## config.mk

```make
export PLATFORM = sky130hd
export DESIGN_NAME = button_debouncer
export DESIGN_NICKNAME = d
export VERILOG_FILES = /design/src/rtl/button_debouncer.sv
export SDC_FILE = /design/constraint.sdc
export NUM_CORES = 1
export LEC_CHECK = 0
export CAP_MARGIN = 20
export CORE_ASPECT_RATIO = 1.1
export CORE_MARGIN = 10
export CORE_UTILIZATION = 55
export CTS_CLUSTER_DIAMETER = 50
export DETAILED_ROUTE_END_ITERATION = 8
export GPL_TIMING_DRIVEN = 0
export HOLD_SLACK_MARGIN = 0.12
export PLACE_DENSITY = 0.74
export SYNTH_ARGS = -nofsm -noshare
export SYNTH_HDL_FRONTEND = slang
export SYNTH_SLANG_ARGS = --single-unit
```

## constraint.sdc

```tcl
create_clock -name clk -period 3.4 [get_ports clk]
set_clock_uncertainty 0.1 [all_clocks]
set_input_delay 0.51 -clock clk [delete_from_list [all_inputs] [get_ports clk]]
set_output_delay 0.51 -clock clk [all_outputs]
set_load 0.01 [all_outputs]
```

## src/rtl/button_debouncer.sv

```systemverilog
// rtl/button_debouncer.sv - multi-channel switch debouncer with edge, long-press and auto-repeat pulses
// Optional auto-repeat is built only when DEBOUNCE_REPEAT_EN is defined.
module button_debouncer #(
    parameter int NCH     = 4,
    parameter int NDELAY  = 2000000,
    parameter int NHOLD   = 50000000,
    parameter int NREPEAT = 10000000
) (
    input  logic           clk,
    input  logic           rst_n,
    input  logic [NCH-1:0] noisy,
    output logic [NCH-1:0] clean,
    output logic [NCH-1:0] rise,
    output logic [NCH-1:0] fall,
    output logic [NCH-1:0] long_press,
    output logic [NCH-1:0] repeat_pulse
);

    localparam int CW = (NDELAY > 2) ? $clog2(NDELAY) : 1;
    localparam int HW = $clog2(NHOLD + 1);
    localparam logic [CW-1:0] CNT_LAST  = CW'(NDELAY - 1);
    localparam logic [HW-1:0] HOLD_LAST = HW'(NHOLD - 1);
    localparam logic [HW-1:0] HOLD_SAT  = HW'(NHOLD);

    logic [NCH-1:0] sync1;
    logic [NCH-1:0] s;
    logic [CW-1:0]  cnt      [NCH];
    logic [CW-1:0]  cnt_nxt  [NCH];
    logic [NCH-1:0] clean_nxt;
    logic [HW-1:0]  hold     [NCH];

    always_comb begin
        clean_nxt = clean;
        for (int i = 0; i < NCH; i++) begin
            cnt_nxt[i] = '0;
            if (s[i] != clean[i]) begin
                if (cnt[i] == CNT_LAST) begin
                    clean_nxt[i] = s[i];
                end else begin
                    cnt_nxt[i] = cnt[i] + CW'(1);
                end
            end
        end
    end

    // Gating on clean_nxt lets a fall cancel a long-press in the same cycle.
    always_ff @(posedge clk) begin
        if (!rst_n) begin
            sync1      <= '0;
            s          <= '0;
            clean      <= '0;
            rise       <= '0;
            fall       <= '0;
            long_press <= '0;
            for (int i = 0; i < NCH; i++) begin
                cnt[i]  <= '0;
                hold[i] <= '0;
            end
        end else begin
            sync1 <= noisy;
            s     <= sync1;
            clean <= clean_nxt;
            rise  <= clean_nxt & ~clean;
            fall  <= ~clean_nxt & clean;
            for (int i = 0; i < NCH; i++) begin
                cnt[i]        <= cnt_nxt[i];
                long_press[i] <= 1'b0;
                if (!clean[i] || !clean_nxt[i]) begin
                    hold[i] <= '0;
                end else if (hold[i] != HOLD_SAT) begin
                    hold[i] <= hold[i] + HW'(1);
                    if (hold[i] == HOLD_LAST) begin
                        long_press[i] <= 1'b1;
                    end
                end
            end
        end
    end

`ifdef DEBOUNCE_REPEAT_EN
    localparam int RW = (NREPEAT > 2) ? $clog2(NREPEAT) : 1;
    localparam logic [RW-1:0] RPT_LAST = RW'(NREPEAT - 1);

    logic [RW-1:0] rpt_cnt [NCH];

    // Repeat period starts counting from the cycle long_press fires.
    always_ff @(posedge clk) begin
        if (!rst_n) begin
            repeat_pulse <= '0;
            for (int i = 0; i < NCH; i++) begin
                rpt_cnt[i] <= '0;
            end
        end else begin
            for (int i = 0; i < NCH; i++) begin
                repeat_pulse[i] <= 1'b0;
                if (hold[i] != HOLD_SAT || !clean_nxt[i]) begin
                    rpt_cnt[i] <= '0;
                end else if (rpt_cnt[i] == RPT_LAST) begin
                    rpt_cnt[i]      <= '0;
                    repeat_pulse[i] <= 1'b1;
                end else begin
                    rpt_cnt[i] <= rpt_cnt[i] + RW'(1);
                end
            end
        end
    end
`else
    assign repeat_pulse = '0;

    if (NREPEAT < 2) begin : g_nrepeat_out_of_range
    end
`endif

endmodule

```

==> out/qor.yml <==
drc: 0
areaGrowthSynthToFinish_pct: 14.1
dr.max_layer_used: "met4"
final_util_pct: 63.3
final_nets: 1207
wl_met1_um: 10600
final_max_slew_viol_count: 0
io_buffer_count: 21
start_util_pct: 55.5
ys_ff_latch: 212
grt_pass1_wl_um: 38600
status: "complete, no violations"
hp-class: "reg -> reg"
wl_met3_um: 1140
met2WireLength_um: 11000
cp.arrival_ps: 3330
avgRoutedWirePerCell_um: 15.8
first_pass_iters: 6
finalCritPeriodShare_pct: 93.2
drt_wl_total_um: 23000
fillers: 1631
die_h_um: 168
clk_latency_ps: 520
first_global_vias: 8176
syn-cell-area_sq_um: 10900
die_width_um: 155
synth_warnings: 0
antenna_found_initial: 0
crit_path_start_kind: "input pin"
worst_pin_slew_ps: 865
clockBufferDepth: 3
path_clk_slew_ps: 60
route.vias.total: 8730
tritoncts: "yes"
avgSynthCellArea_sq_um: 9.66
finalCriticalPeriod_ps: 3170
ys_dominant_reg_cell: "dfxtp_1"
drive_gt1_share_pct: 7.69
drt-vias-per-instance: 5.98
worst_hold_slack_ps: 325
finalHoldViolations: 0
slew_headroom_pct: 42.3
pin_count: 26
grt_overflow: 0
worstSetupEndpointType: "flip-flop"
htreeDepth: 1
cts_root_buffer: "clkbuf_16"
dieArea_sq_um: 26000
grt_max_degree: 27
drv_cap: 0
seq_area_frac_synth_pct: 48.3
synth_edf_count: 104
syn_inst: 1133
cp_data_required_time_ps: 3560
hpwl_um: 15500
track_usage_pct: 16.8
rows: 54
ir_drop_uv: 413
core_sq_um: 19700
drtAntennaViolNets: 0
power.leakage_nw: 3.60
max_freq_ghz: 0.316
place_congestion: 0.810
async_flop_share_pct: 0
synth_cell_types: 50
rsz0062_at_grt: "no"
setup_violations: 0
numCtsBuffers: 26
drt_iter0_drc: 546
antenna_cells: 0
crit_fanout: 15
critPathKind: "in -> reg"
cts_hold_buf: 0
power.density_nw_per_um2: 434
clock-sinks: 212
## critical path, stage by stage
cell and delay [ps]:
clkdlybuf4s50_1 590, buf_1 580, clkbuf_1 720, o2111ai_2 580, buf_8 340
## logic make-up (layout without fill, tap and decap cells)
logic type,after synthesis,count (layout),share of synthesized area (%)
simple gates,534,534,27.5
flops,212,212,48.3
xor+xnor,95,95,7.60
other cells,1,4,0.0343
buf+inv,97,169,3.90
fa+ha+maj,12,12,1.37
compound gates,182,183,11.4
## cells in the mapped netlist (all sizes together) (3+ instances only)
library cell	n	area share, %
nand4	42	2.5
nor4b	11	0.88
and2	17	0.97
o21ai	49	2.3
and3	13	0.74
clkbuf	38	1.3
nand2	69	2.4
inv	41	1.4
nor3	83	3.8
nor4	17	1.1
dfxtp	108	20
xor2	33	2.6
or4	54	3.8
a211oi	50	3.5
o41ai	3	0.24
or4b	6	0.55
o31ai	38	2.7
or2	7	0.40
nor2	77	2.6
and4	12	0.96
o311ai	3	0.72
or3	47	2.7
nor3b	6	0.41
xnor2	62	5.0
o2111ai	3	0.24
nand3	64	2.9
ha	12	1.4
buf	18	1.2
edfxtp	104	29
a21oi	35	1.6
## layout by cell type (no fill, tap or decap), types with 15 or more instances in the layout
cell and n:
a211oi_1 49, a21oi_1 35, and2_1 17, clkbuf_1 41, clkbuf_16 28, clkdlybuf4s50_1 21
dfxtp_1 108, edfxtp_1 104, inv_1 41, nand2_1 69, nand3_1 64, nand4_1 41
nor2_1 77, nor3_1 81, nor4_1 15, o21ai_0 46, o31ai_1 37, or3_1 47
or4_1 52, xnor2_1 62, xor2_1 33
## power breakdown
| group | total, mW | switching, mW | internal (mW) |
|---|---|---|---|
| Combinational | 0.0432 | 0.0281 | 0.0151 |
| Clock | 2.71 | 1.08 | 1.63 |
| Sequential | 2.66 | 0.00485 | 2.66 |
## flip-flops by register name (all words and copies together) (netlist names)
register    flops
s               4
long_press      4
rise            4
cnt            84
clean           4
fall            4
hold          104
sync1           4
## routing by layer
metal	vias to the layer above	global-route usage, %
met5	-	0
met4	0	4.52
met3	26	2.70
met2	182	27.4
met1	4126	22.7
li1	4396	-
## area by class of cell
cell class	instances	area (sq um)	share of cell area, %
multi-input combinational	828	5340	42.7
sequential	212	5290	42.3
timing repair buffer	24	264	2.11
inverter	41	154	1.23
clock inverter	15	121	0.972
clock buffer	33	739	5.92
buffer	56	273	2.18
tap	252	315	2.52
## path summary, 6_finish.rpt
| check | startpoint | to | cells after the start | slack [ps] |
|---|---|---|---|---|
| worst max-delay path | rst_n | hold[1][14] | 5 | 230 |
| worst min-delay path | sync1[1] | s[1] | 1 | 320 |
| worst max register to register | hold[0][9] | hold[0][0] | 5 | 250 |
| worst min register to register | sync1[1] | s[1] | 1 | 320 |
## repair_timing
action / CTS / global route
buffers inserted: 0 / 0
pin swaps: 0 / 1
endpoints found under the setup margin: 37 / 52
resized for setup: 2 / 3
gates cloned: 0 / 1
## through the flow
step | instance area (sq um) | instances | power [mW] | setup TNS (ps) | setup WS (ps)
after floorplan | 11000 | 1136 | 2.74 | 0 | 121
after global placement | 11500 | 1409 | 2.76 | -47070 | -999
after detailed placement | 11500 | 1411 | 2.76 | -9970 | -273
after CTS | 12400 | 1459 | 5.47 | 0 | 43.7
after global routing | 12500 | 1461 | 5.59 | 0 | 18.4
final | 12500 | 1461 | 5.42 | 0 | 232
Note: power is estimated with default switching activity, not from simulation.
